--- src/rtl/bp_fe_fetch_queue_if.sv ---
// Fetch-queue handshake bundle: fetch credits, icache responses, replay and
// per-instruction dequeue toward the frontend consumer.
interface bp_fe_fetch_queue_if #(
   parameter int vaddr_width_p = 39,
   parameter int instr_width_p = 32,
   parameter int fetch_width_p = 2
);
   logic                                     fetch_v_i;
   logic                                     fetch_ready_o;
   logic                                     resp_v_i;
   logic [vaddr_width_p-1:0]                 resp_pc_i;
   logic [fetch_width_p*instr_width_p-1:0]   resp_data_i;
   logic                                     resp_miss_i;
   logic                                     resp_access_fault_i;
   logic                                     resp_page_fault_i;
   logic                                     poison_i;
   logic                                     replay_v_o;
   logic [vaddr_width_p-1:0]                 replay_pc_o;
   logic                                     fe_v_o;
   logic [vaddr_width_p-1:0]                 fe_pc_o;
   logic [instr_width_p-1:0]                 fe_instr_o;
   logic                                     fe_access_fault_o;
   logic                                     fe_page_fault_o;
   logic                                     fe_yumi_i;

   modport master (
      output fetch_v_i, resp_v_i, resp_pc_i, resp_data_i, resp_miss_i,
             resp_access_fault_i, resp_page_fault_i, poison_i, fe_yumi_i,
      input  fetch_ready_o, replay_v_o, replay_pc_o, fe_v_o, fe_pc_o,
             fe_instr_o, fe_access_fault_o, fe_page_fault_o
   );

   modport slave (
      input  fetch_v_i, resp_v_i, resp_pc_i, resp_data_i, resp_miss_i,
             resp_access_fault_i, resp_page_fault_i, poison_i, fe_yumi_i,
      output fetch_ready_o, replay_v_o, replay_pc_o, fe_v_o, fe_pc_o,
             fe_instr_o, fe_access_fault_o, fe_page_fault_o
   );
endinterface

--- src/rtl/bp_fe_fetch_queue.sv ---
// Credit-based fetch queue: buffers icache fetch blocks, replays misses and
// hands instructions one lane at a time to the frontend consumer.
module bp_fe_fetch_queue #(
   parameter int els_p         = 4,
   parameter int fetch_width_p = 2,
   parameter int vaddr_width_p = 39,
   parameter int instr_width_p = 32
) (
   input  logic                 clk_i,
   input  logic                 reset_i,
   bp_fe_fetch_queue_if.slave   fq
);
   localparam int ptr_w  = $clog2(els_p);
   localparam int cnt_w  = $clog2(els_p + 1);
   localparam int lane_w = (fetch_width_p > 1) ? $clog2(fetch_width_p) : 1;
   localparam int n_w    = $clog2(fetch_width_p + 1);
   localparam int data_w = fetch_width_p * instr_width_p;
   localparam logic [cnt_w-1:0] els_lp = cnt_w'(els_p);

   logic [vaddr_width_p-1:0] pc_mem    [els_p];
   logic [data_w-1:0]        data_mem  [els_p];
   logic [1:0]               fault_mem [els_p];
   logic [n_w-1:0]           n_mem     [els_p];

   logic [cnt_w-1:0]         outstanding_r, occupancy_r, credits;
   logic [ptr_w-1:0]         head_r, tail_r;
   logic [lane_w-1:0]        k_r;
   logic                     replay_v_r;
   logic [vaddr_width_p-1:0] replay_pc_r;

   logic                     fetch_acc, resp_acc, replay_hit, wr, yumi_acc, pop, last_lane;
   logic                     resp_fault;
   logic [lane_w-1:0]        resp_lane, head_lane, lane_idx;
   logic [n_w-1:0]           resp_n, head_n;
   logic [vaddr_width_p-1:0] head_pc;
   logic [data_w-1:0]        head_data;
   logic [1:0]               head_fault;
   logic                     fe_v;

   assign credits    = els_lp - outstanding_r - occupancy_r;
   assign fe_v       = (occupancy_r != '0);
   assign resp_fault = fq.resp_access_fault_i | fq.resp_page_fault_i;

   // A fetch in the poison cycle is always counted: it belongs to the new stream.
   assign fetch_acc  = fq.fetch_v_i & ((credits != '0) | fq.poison_i);
   assign resp_acc   = fq.resp_v_i & ~fq.poison_i;
   assign replay_hit = resp_acc & fq.resp_miss_i & ~resp_fault;
   assign wr         = resp_acc & ~replay_hit;
   assign yumi_acc   = fq.fe_yumi_i & fe_v & ~fq.poison_i;
   assign pop        = yumi_acc & last_lane;

   always_comb begin
      resp_lane = '0;
      if (fetch_width_p > 1) resp_lane = fq.resp_pc_i[lane_w+1:2];
      resp_n = resp_fault ? n_w'(1) : (n_w'(fetch_width_p) - n_w'(resp_lane));
   end

   always_comb begin
      head_pc    = pc_mem[head_r];
      head_data  = data_mem[head_r];
      head_fault = fault_mem[head_r];
      head_n     = n_mem[head_r];
      head_lane  = '0;
      if (fetch_width_p > 1) head_lane = head_pc[lane_w+1:2];
      lane_idx   = (fetch_width_p > 1) ? (head_lane + k_r) : '0;
      last_lane  = ((n_w'(k_r) + n_w'(1)) == head_n);
   end

   assign fq.fetch_ready_o     = (credits != '0);
   assign fq.fe_v_o            = fe_v;
   assign fq.fe_pc_o           = head_pc + vaddr_width_p'({k_r, 2'b00});
   assign fq.fe_instr_o        = head_data[lane_idx*instr_width_p +: instr_width_p];
   assign fq.fe_access_fault_o = fe_v & head_fault[0];
   assign fq.fe_page_fault_o   = fe_v & head_fault[1];
   assign fq.replay_v_o        = replay_v_r;
   assign fq.replay_pc_o       = replay_pc_r;

   always_ff @(posedge clk_i) begin
      if (wr & ~reset_i) begin
         pc_mem[tail_r]    <= fq.resp_pc_i;
         data_mem[tail_r]  <= fq.resp_data_i;
         fault_mem[tail_r] <= {fq.resp_page_fault_i, fq.resp_access_fault_i};
         n_mem[tail_r]     <= resp_n;
      end
   end

   always_ff @(posedge clk_i) begin
      if (reset_i) begin
         outstanding_r <= '0;
         occupancy_r   <= '0;
         head_r        <= '0;
         tail_r        <= '0;
         k_r           <= '0;
         replay_v_r    <= 1'b0;
         replay_pc_r   <= '0;
      end else begin
         replay_v_r <= replay_hit;
         if (replay_hit) replay_pc_r <= fq.resp_pc_i;
         if (fq.poison_i) begin
            outstanding_r <= cnt_w'(fetch_acc);
            occupancy_r   <= '0;
            k_r           <= '0;
            head_r        <= tail_r;
         end else begin
            outstanding_r <= outstanding_r + cnt_w'(fetch_acc) - cnt_w'(resp_acc);
            occupancy_r   <= occupancy_r + cnt_w'(wr) - cnt_w'(pop);
            if (wr) tail_r <= tail_r + 1'b1;
            if (pop) begin
               head_r <= head_r + 1'b1;
               k_r    <= '0;
            end else if (yumi_acc) begin
               k_r <= k_r + 1'b1;
            end
         end
      end
   end
endmodule
--- src/flat_wrapper.sv ---
// flat-port wrapper written by rule: the top's interface ports become plain ports
module bp_fe_fetch_queue_flat 
#(
   parameter int els_p         = 4,
   parameter int fetch_width_p = 2,
   parameter int vaddr_width_p = 39,
   parameter int instr_width_p = 32
)
  (clk_i, reset_i, fq_fetch_v_i, fq_resp_v_i, fq_resp_pc_i, fq_resp_data_i, fq_resp_miss_i, fq_resp_access_fault_i, fq_resp_page_fault_i, fq_poison_i, fq_fe_yumi_i, fq_fetch_ready_o, fq_replay_v_o, fq_replay_pc_o, fq_fe_v_o, fq_fe_pc_o, fq_fe_instr_o, fq_fe_access_fault_o, fq_fe_page_fault_o);
  bp_fe_fetch_queue_if #(.vaddr_width_p(vaddr_width_p), .instr_width_p(instr_width_p), .fetch_width_p(fetch_width_p)) fq_i ();
  input  logic clk_i;
  input  logic reset_i;
  input wire logic [$bits(fq_i.fetch_v_i)-1:0] fq_fetch_v_i;
  input wire logic [$bits(fq_i.resp_v_i)-1:0] fq_resp_v_i;
  input wire logic [$bits(fq_i.resp_pc_i)-1:0] fq_resp_pc_i;
  input wire logic [$bits(fq_i.resp_data_i)-1:0] fq_resp_data_i;
  input wire logic [$bits(fq_i.resp_miss_i)-1:0] fq_resp_miss_i;
  input wire logic [$bits(fq_i.resp_access_fault_i)-1:0] fq_resp_access_fault_i;
  input wire logic [$bits(fq_i.resp_page_fault_i)-1:0] fq_resp_page_fault_i;
  input wire logic [$bits(fq_i.poison_i)-1:0] fq_poison_i;
  input wire logic [$bits(fq_i.fe_yumi_i)-1:0] fq_fe_yumi_i;
  output wire logic [$bits(fq_i.fetch_ready_o)-1:0] fq_fetch_ready_o;
  output wire logic [$bits(fq_i.replay_v_o)-1:0] fq_replay_v_o;
  output wire logic [$bits(fq_i.replay_pc_o)-1:0] fq_replay_pc_o;
  output wire logic [$bits(fq_i.fe_v_o)-1:0] fq_fe_v_o;
  output wire logic [$bits(fq_i.fe_pc_o)-1:0] fq_fe_pc_o;
  output wire logic [$bits(fq_i.fe_instr_o)-1:0] fq_fe_instr_o;
  output wire logic [$bits(fq_i.fe_access_fault_o)-1:0] fq_fe_access_fault_o;
  output wire logic [$bits(fq_i.fe_page_fault_o)-1:0] fq_fe_page_fault_o;
  assign fq_i.fetch_v_i = fq_fetch_v_i;
  assign fq_i.resp_v_i = fq_resp_v_i;
  assign fq_i.resp_pc_i = fq_resp_pc_i;
  assign fq_i.resp_data_i = fq_resp_data_i;
  assign fq_i.resp_miss_i = fq_resp_miss_i;
  assign fq_i.resp_access_fault_i = fq_resp_access_fault_i;
  assign fq_i.resp_page_fault_i = fq_resp_page_fault_i;
  assign fq_i.poison_i = fq_poison_i;
  assign fq_i.fe_yumi_i = fq_fe_yumi_i;
  assign fq_fetch_ready_o = fq_i.fetch_ready_o;
  assign fq_replay_v_o = fq_i.replay_v_o;
  assign fq_replay_pc_o = fq_i.replay_pc_o;
  assign fq_fe_v_o = fq_i.fe_v_o;
  assign fq_fe_pc_o = fq_i.fe_pc_o;
  assign fq_fe_instr_o = fq_i.fe_instr_o;
  assign fq_fe_access_fault_o = fq_i.fe_access_fault_o;
  assign fq_fe_page_fault_o = fq_i.fe_page_fault_o;
  bp_fe_fetch_queue #(.els_p(els_p), .fetch_width_p(fetch_width_p), .vaddr_width_p(vaddr_width_p), .instr_width_p(instr_width_p)) u_core (.clk_i(clk_i), .reset_i(reset_i), .fq(fq_i));
endmodule
--- config.mk ---
export PLATFORM = sky130hd
export DESIGN_NAME = bp_fe_fetch_queue_flat
export DESIGN_NICKNAME = d
export VERILOG_FILES = /design/src/rtl/bp_fe_fetch_queue_if.sv /design/src/rtl/bp_fe_fetch_queue.sv /design/src/flat_wrapper.sv
export SDC_FILE = /design/constraint.sdc
export NUM_CORES = 1
export LEC_CHECK = 0
export ABC_CLOCK_PERIOD_IN_PS = 4550
export BUFFER_PORTS_ARGS = -buffer_cell sky130_fd_sc_hd__buf_2
export CORE_ASPECT_RATIO = 0.7
export CORE_MARGIN = 5
export CORE_UTILIZATION = 58
export CTS_CLUSTER_SIZE = 30
export DETAILED_ROUTE_END_ITERATION = 12
export GPL_ROUTABILITY_DRIVEN = 0
export HOLD_SLACK_MARGIN = 0.12
export PLACE_DENSITY = 0.85
export SLEW_MARGIN = 40
export SYNTH_ARGS = -nofsm -noshare
export SYNTH_HDL_FRONTEND = slang
export SYNTH_SLANG_ARGS = --single-unit
--- constraint.sdc ---
create_clock -name clk_i -period 4.55 [get_ports clk_i]
set_input_delay 0.455 -clock clk_i [delete_from_list [all_inputs] [get_ports clk_i]]
set_output_delay 0.455 -clock clk_i [all_outputs]
set_load 0.1 [all_outputs]
==> impl_metrics.csv <==
group,metric,value,unit
cts,clock_latency,0.56,ns
global_routing,grt_start_max_net_pins,59,
timing,slew-limit-headroom,0.522,
cells_and_area,final_cell_area,22800,µm²
timing,worst_pin_slew,0.717,ns
routing,dr.pass1.iters,7,
die,die_w,225,µm
pwr,clockPowerShare,0.381,
synthesis,synth_seq_cells,481,
setup_path,worstSetupEndpointType,"output port",
pwr,internal_power,7.39,mW
routing,drt-total-wl,42100,µm
pwr,p_leak,7.77,nW
pwr,power_density,434,nW/µm²
routing,dr.first_iter.drc_count,1005,
placed_design,dp.cells,1609,
synthesis,dominantRegCellSynth,"edfxtp_1",
timing,rsz0062_at_grt,"true",
timing,skew,0.0227,ns
die,core-area,32200,µm²
pwr,comb_power_share,0.124,
synthesis,synth_nets,1108,
synthesis,syn_avg_cell_area,19.2,µm²
routing,vias_per_cell,5.87,
setup_path,ff2ff_path_depth,12,
pwr,seqPwrFrac,0.495,
die,rows,55,
cts,clock-sinks,481,
timing,maxSlewViolCount,0,
setup_path,path_class,"reg -> out",
cells_and_area,layout_commonest_cell,"edfxtp_1",
timing,setup_tns,0,ns
global_routing,grt_overflow,0,
cells_and_area,nets,1411,
cts,cts_resized,0,
setup_path,worstSetupStartpointType,"flop",
timing,period_minus_slack,4.45,ns
cells_and_area,final_cell_mix,"edfxtp_1, buf_2, mux4_2",
cells_and_area,fin_cells,1748,
timing,fmax,0.225,GHz
synthesis,synth_edf_count,428,
timing,fin_crit_sh,0.978,
global_routing,antenna_found_initial,2,
timing,finalSetupViolations,0,
run,max-cap-violations,0,
cells_and_area,seq_area,13900,µm²
cts,cts_buffers,44,
setup_path,cpMostUsedCell,"mux2i_1",
die,start_util,0.585,
placed_design,dp_hpwl,25400,µm
min_path,whs_endpoint,"u_core.data_mem[3][41]",
cells_and_area,utilization,0.706,
synthesis,netlist_instances,981,
setup_path,slowest_delay,0.71,ns
routing,drcViolationCount,0,
cts,htree_levels,2,
setup_path,cpMaxStageDelayCell,"nor4_2",
min_path,whs_path_depth,1,
min_path,hold_path_class,"in -> reg",
timing,timing.hold.ws,0.144,ns
outcome,status,"finished clean",
synthesis,yosysSeqAreaShare,0.739,
setup_path,r2r-end,"u_core.occupancy_r[2]",
min_path,worstHoldStart,"fq_resp_data_i[41]",
global_routing,grt_pass1_vias,10902,
placed_design,dpl-instance-area,20700,µm²
synthesis,synthesis.area,18800,µm²
synthesis,synth_warnings,0,
cts,path_clk_slew,0.06,ns
routing,num_vias,10258,
pwr,p_sw,2.49,mW
cts,clockBufferDepth,3,
cells_and_area,multiInputGateArea,4840,µm²
setup_path,cp.arrival,3.99,ns
cells_and_area,drive_gt1_frac,0.375,
global_routing,grt_pass1_wl,64800,µm
setup_path,path_max_fanout,30,
pwr,total_power,9.88,mW
setup_path,path_cells,"buf_4 -> mux2i_1 -> mux2i_1 -> ha_1 -> nand4_2 -> nor4_2 -> nand4_1 -> xnor2_2 -> buf_2",
die,num_io_pins,227,
synthesis,async_flop_share,0,
timing,fin_ws,0.101,ns
die,die_area,36200,µm²
cts,root_buffer,"clkbuf_16",
setup_path,worst_ep_required_time,4.09,ns
setup_path,rrSetupSlack,1.06,ns
pwr,p_sw_frac,0.252,
placed_design,port_buffers,226,
die,dieHeight,161,µm
pwr,ir_worst_vdd,0.309,mV
cells_and_area,fillCellCount,1963,
cells_and_area,area_delta_synth_final,20.8,%
cts,cts_tree,"built",
synthesis,ys_types,44,
timing,timing.final.hold_violations,0,
routing,post_drt_wl_per_cell,24.1,µm
global_routing,grtUsageTotal,0.235,
placed_design,dp_slack,0.648,ns
routing,antenna_left,0,
critical path: cells and delay by family (launching register included):
kind / cells / cell delay [ns]
adder cells (fa/ha/maj): 1 / 0.28
AND/OR/NAND/NOR: 3 / 1.22
buffers and inverters: 2 / 0.76
multiplexers: 2 / 0.33
flip-flops: 1 / 0.62
XOR/XNOR: 1 / 0.20
what timing repair did:
action	in CTS	in global routing
hold buffers	52	2
buffers inserted	0	1
hold endpoints to repair	194	2
endpoints found under the setup margin	0	10
power by group through the flow:
| stage | clock network, mW | logic (mW) | registers [mW] |
|---|---|---|---|
| after CTS | 3.82 | 1.22 | 4.89 |
| after floorplan | 0 | 0.893 | 5.01 |
| after global placement | 0 | 1.16 | 4.98 |
| final | 3.76 | 1.23 | 4.89 |
| after global routing | 4.07 | 1.28 | 4.89 |
| after detailed placement | 0 | 1.18 | 4.99 |
synthesized netlist by cell type (2+ instances only):
cell type  number  share of area
clkbuf_1       22         0.0044
nor2b_1         2        0.00066
mux2i_1         9         0.0048
o21a_1          3         0.0012
dfxtp_1        53          0.056
nor4_1          6         0.0020
nor2_1         14         0.0028
nand3_1         6         0.0016
buf_1           5         0.0010
mux2_2         34          0.020
nand4_2         4         0.0027
edfxtp_1      428           0.68
buf_2          13         0.0035
xnor2_1        31          0.014
xor2_1         15         0.0070
inv_1          18         0.0036
buf_6           2         0.0012
nor4_2          4         0.0027
buf_4           2        0.00080
a21oi_1        42          0.011
nand2b_1        2        0.00066
nand2_1        92          0.018
and4_1          2        0.00093
nor3_2          2         0.0011
or3_1           4         0.0013
mux4_1          4         0.0056
fa_1            2         0.0021
ha_1           13         0.0086
mux4_2        100           0.12
and3_1          4         0.0013
nor3_1          9         0.0024
nand4_1        10         0.0033
nor3b_1         2        0.00080
and2_1         12         0.0040
state kept, by name, indices dropped and copies added, names as in the netlist, named ones only:
register               cells
u_core.fq.replay_v_o       1
u_core.k_r                 1
u_core.data_mem          256
u_core.occupancy_r         3
u_core.outstanding_r       3
u_core.head_r              2
u_core.tail_r              2
u_core.fq.replay_pc_o     39
u_core.n_mem               8
u_core.fault_mem           8
u_core.pc_mem            156
worst max path at each step:
stage | cells past startpoint | end | slack, ns | start
floorplan | 11 | fq_fe_pc_o[27] | 0.05 | flop
global placement | 8 | fq_fe_pc_o[23] | 0.75 | flop
detailed placement | 8 | fq_fe_pc_o[27] | 0.65 | flop
CTS | 8 | fq_fe_pc_o[27] | 0.05 | flop
global route | 9 | fq_fe_pc_o[36] | -0.11 | flop
finish | 9 | fq_fe_pc_o[36] | 0.10 | flop
kinds of logic (layout without fill, tap and decap cells):
family          Yosys count  in the layout  synth area share
other cells               0              1                 0
buf+inv                  63            402            0.0155
xor+xnor                 46             46            0.0214
simple gates            180            180            0.0494
compound gates           49             49            0.0138
fa+ha+maj                15             15            0.0108
mux                     147            147             0.150
flops                   481            481             0.739
metal layers:
layer  track usage  wire length (µm)
met5             0                13
met2         0.389             21500
met4        0.0690              1060
met3        0.0420              2510
met1         0.325             17000
final cells by class:
class | count | share of cell area
multi-input cells | 437 | 0.213
well taps | 427 | 0.0235
clock inverters | 22 | 0.0121
diodes | 1 | 0.000110
clock buffers | 60 | 0.0524
inverters | 18 | 0.00297
flip-flops and latches | 481 | 0.612
repair buffers | 302 | 0.0841
(Power assumes the default switching activity.)
